===== config.mk =====
export PLATFORM = sky130hd
export DESIGN_NAME = dvp_capture
export DESIGN_NICKNAME = d
export VERILOG_FILES = /design/src/rtl/cam_pkg.sv /design/src/rtl/dvp_pixel_pack.sv /design/src/rtl/dvp_capture.sv
export SDC_FILE = /design/constraint.sdc
export NUM_CORES = 1
export LEC_CHECK = 0
export CORE_UTILIZATION = 50
export CTS_CLUSTER_DIAMETER = 60
export CTS_CLUSTER_SIZE = 30
export DETAILED_ROUTE_END_ITERATION = 6
export GPL_TIMING_DRIVEN = 0
export PLACE_DENSITY = 0.75
export SLEW_MARGIN = 10
export SYNTH_ARGS = -nofsm -noshare
export SYNTH_HDL_FRONTEND = slang
export SYNTH_HIERARCHICAL = 1
export SYNTH_SLANG_ARGS = --single-unit

===== constraint.sdc =====
create_clock -name ov5640_pclk -period 2.4 [get_ports ov5640_pclk]
set_clock_uncertainty 0.1 [all_clocks]
set_input_delay 0.48 -clock ov5640_pclk [delete_from_list [all_inputs] [get_ports ov5640_pclk]]
set_output_delay 0.48 -clock ov5640_pclk [all_outputs]
set_load 0.05 [all_outputs]

===== src/rtl/cam_pkg.sv =====
// Shared types and constants for the DVP camera capture path.
package cam_pkg;

  localparam int CNT_W = 12;
  localparam logic [CNT_W-1:0] CNT_MAX = {CNT_W{1'b1}};

  typedef enum logic [1:0] {
    ST_SKIP    = 2'd0,
    ST_IDLE    = 2'd1,
    ST_CAPTURE = 2'd2
  } cap_state_t;

  // Counter increment that sticks at the top value instead of wrapping.
  function automatic logic [CNT_W-1:0] sat_inc(input logic [CNT_W-1:0] v);
    return (v == CNT_MAX) ? v : v + 1'b1;
  endfunction

endpackage


===== src/rtl/dvp_pixel_pack.sv =====
// Beat phase counter and beat-to-pixel packer for the DVP capture path.
module dvp_pixel_pack #(
  parameter int DATA_W    = 8,
  parameter int PIX_BYTES = 2,
  parameter bit BYTE_SWAP = 1'b0
) (
  input  logic                        clk,
  input  logic                        rst_n,
  input  logic                        active,
  input  logic                        href,
  input  logic [DATA_W-1:0]           data,
  output logic                        phase_nz,
  output logic                        complete,
  output logic [DATA_W*PIX_BYTES-1:0] pixel
);

  logic phase;
  logic last_beat;

  assign last_beat = (PIX_BYTES == 1) ? 1'b1 : phase;
  assign complete  = active & href & last_beat;
  assign phase_nz  = phase;

  // Step the phase on every captured beat, wrap at the pixel end, clear whenever the line is not valid.
  always_ff @(posedge clk or negedge rst_n) begin
    if (!rst_n) begin
      phase <= 1'b0;
    end else if (!active || !href || last_beat) begin
      phase <= 1'b0;
    end else begin
      phase <= 1'b1;
    end
  end

  generate
    if (PIX_BYTES == 1) begin : g_single
      assign pixel = data;
    end else begin : g_pair
      logic [DATA_W-1:0] first_beat;

      // Hold the first beat of a pair until its partner arrives.
      always_ff @(posedge clk or negedge rst_n) begin
        if (!rst_n) begin
          first_beat <= '0;
        end else if (active && href && !last_beat) begin
          first_beat <= data;
        end
      end

      if (BYTE_SWAP) begin : g_swap
        assign pixel = {data, first_beat};
      end else begin : g_noswap
        assign pixel = {first_beat, data};
      end
    end
  endgenerate

endmodule


===== src/rtl/dvp_capture.sv =====
// DVP camera capture: frame skipping after reset, crop window, pixel packing and frame bookkeeping.
module dvp_capture
  import cam_pkg::*;
#(
  parameter int               DATA_W     = 8,
  parameter int               PIX_BYTES  = 2,
  parameter bit               BYTE_SWAP  = 1'b0,
  parameter int               FRAME_SKIP = 10,
  parameter logic [CNT_W-1:0] H_START    = 12'd0,
  parameter logic [CNT_W-1:0] H_SIZE     = 12'd640,
  parameter logic [CNT_W-1:0] V_START    = 12'd0,
  parameter logic [CNT_W-1:0] V_SIZE     = 12'd480
) (
  input  logic                        ov5640_pclk,
  input  logic                        sys_rst_n,
  input  logic                        cap_en,
  input  logic                        ov5640_vsync,
  input  logic                        ov5640_href,
  input  logic [DATA_W-1:0]           ov5640_data,
  output logic                        ov5640_wr_en,
  output logic [DATA_W*PIX_BYTES-1:0] ov5640_data_out,
  output logic                        frame_start,
  output logic                        frame_done,
  output logic [15:0]                 frame_cnt,
  output logic                        byte_err
);

  localparam logic [CNT_W:0] H_END = {1'b0, H_START} + {1'b0, H_SIZE};
  localparam logic [CNT_W:0] V_END = {1'b0, V_START} + {1'b0, V_SIZE};

  cap_state_t state, state_next;
  logic vsync_q, href_q;
  logic vs_rise, href_fall;
  logic [15:0] skip_cnt;
  logic start_now, done_now;
  logic [CNT_W-1:0] x, y;
  logic in_capture, in_window, pix_write;
  logic phase_nz, complete;
  logic [DATA_W*PIX_BYTES-1:0] pixel;

  assign vs_rise    = ov5640_vsync & ~vsync_q;
  assign href_fall  = ~ov5640_href & href_q;
  assign in_capture = (state == ST_CAPTURE);
  assign in_window  = (x >= H_START) && ({1'b0, x} < H_END) &&
                      (y >= V_START) && ({1'b0, y} < V_END);
  assign pix_write  = complete && !vs_rise && in_window;

  dvp_pixel_pack #(
    .DATA_W   (DATA_W),
    .PIX_BYTES(PIX_BYTES),
    .BYTE_SWAP(BYTE_SWAP)
  ) u_pack (
    .clk     (ov5640_pclk),
    .rst_n   (sys_rst_n),
    .active  (in_capture),
    .href    (ov5640_href),
    .data    (ov5640_data),
    .phase_nz(phase_nz),
    .complete(complete),
    .pixel   (pixel)
  );

  // Keep the previous vsync/href samples for edge detection.
  always_ff @(posedge ov5640_pclk or negedge sys_rst_n) begin
    if (!sys_rst_n) begin
      vsync_q <= 1'b0;
      href_q  <= 1'b0;
    end else begin
      vsync_q <= ov5640_vsync;
      href_q  <= ov5640_href;
    end
  end

  // State register.
  always_ff @(posedge ov5640_pclk or negedge sys_rst_n) begin
    if (!sys_rst_n) begin
      state <= ST_SKIP;
    end else begin
      state <= state_next;
    end
  end

  // Frame-boundary decisions; once the skip count is reached SKIP behaves exactly like IDLE.
  always_comb begin
    state_next = state;
    start_now  = 1'b0;
    done_now   = 1'b0;
    if (vs_rise) begin
      case (state)
        ST_SKIP: begin
          if (skip_cnt == 16'(FRAME_SKIP)) begin
            start_now  = cap_en;
            state_next = cap_en ? ST_CAPTURE : ST_IDLE;
          end
        end
        ST_IDLE: begin
          if (cap_en) begin
            start_now  = 1'b1;
            state_next = ST_CAPTURE;
          end
        end
        ST_CAPTURE: begin
          done_now = 1'b1;
          if (cap_en) begin
            start_now = 1'b1;
          end else begin
            state_next = ST_IDLE;
          end
        end
        default: state_next = ST_SKIP;
      endcase
    end
  end

  // Count frame boundaries seen while still discarding post-reset frames.
  always_ff @(posedge ov5640_pclk or negedge sys_rst_n) begin
    if (!sys_rst_n) begin
      skip_cnt <= '0;
    end else if (state == ST_SKIP && vs_rise && skip_cnt != 16'(FRAME_SKIP)) begin
      skip_cnt <= skip_cnt + 16'd1;
    end
  end

  // Pixel and line position within the captured frame, both saturating.
  always_ff @(posedge ov5640_pclk or negedge sys_rst_n) begin
    if (!sys_rst_n) begin
      x <= '0;
      y <= '0;
    end else begin
      if (start_now || href_fall) begin
        x <= '0;
      end else if (complete) begin
        x <= sat_inc(x);
      end
      if (start_now) begin
        y <= '0;
      end else if (href_fall && in_capture) begin
        y <= sat_inc(y);
      end
    end
  end

  // Registered pixel output, frame pulses, completed-frame count and the sticky partial-pixel flag.
  always_ff @(posedge ov5640_pclk or negedge sys_rst_n) begin
    if (!sys_rst_n) begin
      ov5640_wr_en    <= 1'b0;
      ov5640_data_out <= '0;
      frame_start     <= 1'b0;
      frame_done      <= 1'b0;
      frame_cnt       <= '0;
      byte_err        <= 1'b0;
    end else begin
      ov5640_wr_en <= pix_write;
      if (pix_write) begin
        ov5640_data_out <= pixel;
      end
      frame_start <= start_now;
      frame_done  <= done_now;
      if (done_now) begin
        frame_cnt <= frame_cnt + 16'd1;
      end
      if (href_fall && phase_nz) begin
        byte_err <= 1'b1;
      end
    end
  end

endmodule


== Yosys cells after proc, flatten, opt, wreduce, memory -nomap -nowiden ==
Cells that the tools add are included.

* Bits in registers: 89
* Bits of input ports: 13
* Output and inout bits: 36
* Logic and storage cells: 82

* $add $sub $neg: 4
* Order comparisons: 4
* Eq/ne operators: 11
* Multiplexer cells: 18
* Bitwise logic cells: 6
* Reduce and logical (&&, ||, !) cells: 25

{| class="wikitable"
|+ Operator list
! operator !! count
|-
| $mux 12 || 6
|-
| $add 16x1->16 const B || 2
|-
| $add 12x1->12 const B || 2
|-
| $eq 12x12->1 const B || 2
|-
| $ge 12x1->1 const B || 2
|-
| $eq 16x4->1 const B || 1
|-
| $ne 16x4->1 const B || 1
|-
| $lt 12x10->1 const B || 1
|-
| $lt 12x9->1 const B || 1
|-
| $logic_and 1x1->1 || 11
|-
| $ne 2x2->1 const B || 5
|-
| $mux 2 || 4
|-
| $mux 1 || 6
|-
| $pmux 2 s3 || 1
|-
| $and 1x1->1 || 4
|-
| $logic_not 1->1 || 4
|-
| $reduce_and 2->1 || 2
|-
| $reduce_and 4->1 || 1
|-
| $reduce_bool 2->1 || 2
|-
| $logic_or 1x1->1 || 3
|-
| $eq 2x1->1 const B || 1
|-
| $eq 2x2->1 const B || 1
|-
| $logic_not 2->1 || 1
|-
| $not 1->1 || 2
|-
| 2 further kinds || 2
|}

== Longest topological paths before layout ==
* Word-level depth: 7
* Mapped depth: 9
* Gate-level depth less buffers: 6

== Modules after synthesis ==
Netlist, hierarchy kept.

{| class="wikitable"
|+ By module, submodules not included
! module !! times used !! cells each !! area each (um^2) !! seq. area each (um^2)
|-
| dvp_capture || 1 || 345 || 3799.9 || 2001.9
|-
| dvp_pixel_pack || 1 || 28 || 406.6 || 225.2
|}

== Worst setup path after synthesis ==
No wires, ideal clock.

* Path type: register to register
* Start: reg state[0]
* End: reg ov5640_data_out[10]
* Library setup time: 0.125 ns
* Arrival time: 2.340 ns
* Data required time: 2.175 ns
* Slack: -0.165 ns
* Stages on the path, launching flop included: 10
* Path buffers: 3
* Clock period less this slack: 2.565 ns
* Cell sequence: dfrtp_1 -> inv_1 -> ha_1 -> and3_2 -> buf_2 -> nor4b_1 -> and4_1 -> buf_2 -> buf_2 -> mux2_2

* Word-level cells in the longest chain between the ends: 5

{| class="wikitable"
|+ RTL lines
! item !! line !! RTL
|-
| start, declared || dvp_capture.sv:31 || <nowiki>cap_state_t state, state_next;</nowiki>
|-
| start signal, assigned || dvp_capture.sv:79 || <nowiki>state <= state_next;</nowiki>
|-
| $eq 2x2->1 || dvp_capture.sv:43 || <nowiki>assign in_capture = (state == ST_CAPTURE);</nowiki>
|-
| net in_capture || dvp_capture.sv:37 || <nowiki>logic in_capture, in_window, pix_write;</nowiki>
|-
| $and 1x1->1 (2 in series) || dvp_pixel_pack.sv:21 || <nowiki>assign complete = active & href & last_beat;</nowiki>
|-
| net complete || dvp_capture.sv:38 || <nowiki>logic phase_nz, complete;</nowiki>
|-
| $logic_and 1x1->1 (2 in series) || dvp_capture.sv:46 || <nowiki>assign pix_write = complete && !vs_rise && in_window;</nowiki>
|-
| net pix_write || dvp_capture.sv:37 ||
|-
| end signal, assigned || dvp_capture.sv:155 || <nowiki>ov5640_data_out <= pixel;</nowiki>
|-
| end, declared || dvp_capture.sv:21 || <nowiki>output logic [DATA_W*PIX_BYTES-1:0] ov5640_data_out,</nowiki>
|}

The timed path passes the listed nets, and every way through them passes these cells.
A chain may end at the register's enable or synchronous reset.

== Worst setup path after layout ==
* Start: reg state[0]
* End: reg y[7]

* Word-level cells in the longest chain between the ends: 6
* Elaborated cells between the ends (all ways): 11
* Those cells by class: eq/ne (3); mux (3); reduce/logical (5)

{| class="wikitable"
|+ RTL lines
! item !! line !! RTL
|-
| $eq 2x2->1 (*) || dvp_capture.sv:43 ||
|-
| net in_capture || dvp_capture.sv:37 ||
|-
| $reduce_or 2->1 (no source line) || - ||
|-
| $pmux 1 s2 || dvp_capture.sv:89 || <nowiki>case (state)</nowiki>
|-
| $mux 1 || dvp_capture.sv:88 || <nowiki>if (vs_rise) begin</nowiki>
|-
| $ne 2x2->1 (no source line) or $reduce_bool 2->1 (tied branches) || - ||
|-
| $reduce_and 2->1 (no source line) || - ||
|-
| end signal, assigned || dvp_capture.sv:138 || <nowiki>y <= sat_inc(y);</nowiki>
|-
| end, declared || dvp_capture.sv:36 || <nowiki>logic [CNT_W-1:0] x, y;</nowiki>
|}

Mark *: on every way through the listed nets, which the timed path passes. The rest lies on a longest branch.

==> results.tsv <==
stage	metric	value	unit
outcome	status	finished clean	
pwr	ir_worst_vdd	783	µV
yosys	yosys.area_share.simple	17.0	%
floorplanning	pin_count	49	
cts	clockBufferDepth	2	
cts	numCtsBuffers	9	
yosys	synthDistinctLibCells	51	
critical_path	crit_type	flip-flop to flip-flop	
yosys	syn_avg_cell_area	11.3	µm²
yosys	synth-main-ff-cell	dfrtp_1	
critical_path	path_max_fanout	8	
final_layout	n_fill_cell	670	
global_routing	grt_start_max_net_pins	47	
yosys	synth_xor_area_share	6.45	%
yosys	synth_edf_count	0	
cts	cts_tree	yes	
global_routing	grt_pass1_wl	14000	µm
route	remaining_drc_errors	0	
final_layout	mostFrequentLayoutCell	dfrtp_1	
pwr	power	0.00491	W
global_routing	antenna_found_initial	0	
yosys	syn_inst	373	
timing	setup_slack	0.144	ns
cts	htreeDepth	3	
critical_path	worstReg2RegEnd	y[7]	
floorplanning	start_util	51.5	%
floorplanning	die_w	93.7	µm
final_layout	diodes	0	
timing	tightestPinTransition	0.716	ns
place	hpwl	5550	µm
route	dr_total_vias	3080	
yosys	ys_ff_latch	89	
final_layout	final_area	5100	µm²
critical_path	cp_cell_sequence	inv_2 > ha_4 > buf_4 > nand3b_4 > or3_1 > clkbuf_2 > or4_1 > a21oi_1	
critical_path	endpoint_kind	flip-flop	
cts	clock_sinks	89	
timing	min_period_over_period	94.0	%
timing	period_needed	2.26	ns
yosys	synth_top_family_by_area	simple AND/OR/NAND/NOR gates	
timing	hold_viol_final	0	
timing	fin_setup_tns	0	ns
route	routed_wl	8190	µm
route	drtAntennaViolNets	0	
timing	rsz0062_at_grt	yes	
timing	holdWs	0.0397	ns
place	port_buffers	48	
global_routing	grt_pass1_vias	3001	
cts	cts-root-buf	clkbuf_8	
timing	setup_violations	0	
yosys	synth_fa_ha_area_share	2.68	%
cts	postCtsHoldBufs	0	
place	place_ws	-0.590	ns
floorplanning	rows	33	
critical_path	critPathMaxStageDelay	0.43	ns
cts	path_clk_slew	0.08	ns
critical_path	r2r-start	state[0]	
timing	timing.fmax	443	MHz
min_path	hp-class	input port to asynchronous set/reset pin	
yosys	syn_nets	395	
route	first_pass_iters	4	
floorplanning	die_h	93.7	µm
pwr	power_density	962	nW/µm²
yosys	synth-seq-area-share	52.9	%
global_routing	globalRouteOverflowTotal	0	
place	routabilityCongestion	0.768	
yosys	synth_compound_area_share	9.34	%
route	drt-vias-per-instance	5.66	
place	postPlaceCellArea	4860	µm²
critical_path	cp-start-kind	flip-flop	
timing	slew_headroom	51.9	%
final_layout	final_net_count	457	
critical_path	reg2reg_depth	8	
route	wl_per_cell	15.1	µm
floorplanning	design.core.area	8180	µm²
critical_path	worstPathArrival	2.43	ns
yosys	synthArstFlopShare	100	%
floorplanning	dieArea	8780	µm²
final_layout	drive_gt1_share	17.1	%
critical_path	cp.required	2.58	ns
final_layout	final_cell_mix	89 x dfrtp_1, 46 x clkdlybuf4s50_1, 25 x mux2_2, 21 x nand2_1, 21 x a21oi_1	
final_layout	area_growth_syn_to_layout	21.2	%
timing	slew_viol_final	0	
flow_run	maxCapViolations	0	
critical_path	crit_slowest_cell	dfrtp_1	
yosys	synth_mux_area_share	7.41	%
pwr	p_leak	2.25	nW
yosys	yosys_warnings	6	
cts	insertion_delay	0.36	ns
yosys	synth_area	4210	µm²
route	drt_iter0_markers	122	
global_routing	grt.total_usage	20.4	%
critical_path	reg2reg_slack	0.14	ns
[how the worst max path moves through the flow]
stage	start	end	cells after the start
detailed placement	ov5640_href	ov5640_data_out[9]	8
global route	state[0]	y[9]	8
CTS	state[0]	ov5640_data_out[9]	8
finish	state[0]	y[7]	8
global placement	sys_rst_n	skip_cnt[3]	1
floorplan	state[0]	ov5640_data_out[10]	9
[registers in the layout (all words and copies together) (netlist names)]
name and cells:
frame_cnt 16, ov5640_data_out 16, skip_cnt 16, x 12
y 12, u_pack/g_pair.first_beat 8, state 2, byte_err 1
frame_done 1, frame_start 1, href_q 1, ov5640_wr_en 1
u_pack/phase_nz 1, vsync_q 1
[worst max-delay path: cells and delay by family (launching register included)]
family                   cells  cell delay [ns]
AND/OR/NAND/NOR              3             0.92
buffers and inverters        3             0.44
adder cells (fa/ha/maj)      1             0.14
flip-flops                   1             0.43
AO/OA/AOI/OAI                1             0.15
[stage by stage]
step / utilization, % / cells
after floorplan: - / 373
after global routing: 62.4 / 544
final: 62.4 / 544
after global placement: 59.1 / 526
after CTS: 62.0 / 542
after detailed placement: 59.4 / 527
[layout make-up]
type / count / area, µm² / area share, %
plain buffers: 20 / 125 / 2.45
clock buffers: 10 / 138 / 2.70
clock inverters: 5 / 63.8 / 1.25
inverters: 15 / 56.3 / 1.10
multi-input cells: 248 / 1830 / 35.9
flip-flops and latches: 89 / 2230 / 43.7
well taps: 105 / 131 / 2.58
repair buffers: 52 / 527 / 10.3
[metal layers]
metal	track usage [%]	routed length, µm	vias to the layer above
met2	32.7	3980	61
li1	-	-	1470
met1	26.4	3730	1537
met3	5.18	337	12
met4	7.82	149	0
met5	0	0	-
[where the power goes]
group          internal, W  total [W]  switching, W
logic             0.000704    0.00178       0.00108
clock network     0.000514    0.00106      0.000546
registers          0.00182    0.00206      0.000241
total              0.00304    0.00491       0.00186
[logic make-up (layout without fill, tap and decap cells)]
| group | after synthesis | in the layout |
|---|---|---|
| muxes | 28 | 28 |
| xor gates and xnor gates | 31 | 31 |
| and+or+nand+nor | 121 | 121 |
| adders and majority gates | 9 | 9 |
| AOI/OAI and AO/OA | 59 | 59 |
| buffers and inverters | 36 | 102 |
| DFF | 89 | 89 |
[Yosys cell counts, types with 2 or more instances]
| library cell | instances | area share, % |
|---|---|---|
| nor4_1 | 3 | 0.45 |
| and2_1 | 3 | 0.45 |
| or2_2 | 2 | 0.30 |
| clkbuf_1 | 5 | 0.45 |
| nand3b_4 | 2 | 0.95 |
| mux2i_1 | 3 | 0.71 |
| nor3b_1 | 2 | 0.36 |
| inv_1 | 15 | 1.3 |
| mux2_2 | 25 | 6.7 |
| nor3_1 | 11 | 1.3 |
| nand3_1 | 14 | 1.7 |
| a211oi_1 | 5 | 0.89 |
| o21ai_0 | 10 | 1.2 |
| or3_1 | 6 | 0.89 |
| o31ai_1 | 8 | 1.4 |
| a21oi_1 | 21 | 2.5 |
| xor2_1 | 12 | 2.5 |
| buf_4 | 9 | 1.6 |
| nor4b_1 | 3 | 0.62 |
| dfrtp_1 | 89 | 53 |
| o31ai_2 | 2 | 0.59 |
| nand2_1 | 21 | 1.9 |
| a31oi_1 | 2 | 0.30 |
| nor2b_1 | 2 | 0.30 |
| and3_1 | 8 | 1.2 |
| xnor2_1 | 19 | 4.0 |
| buf_2 | 6 | 0.71 |
| and4_1 | 4 | 0.83 |
| nand4_1 | 14 | 2.1 |
| ha_1 | 9 | 2.7 |
| nor2_1 | 12 | 1.1 |
| or4_1 | 7 | 1.2 |
[timing repair]
action / 4_1_cts / 5_1_grt
setup buffers: 1 / 2
pin swaps: 0 / 1
resized for setup: 4 / 3
endpoints found under the setup margin: 19 / 28
Power figures use the tool's default switching activity.
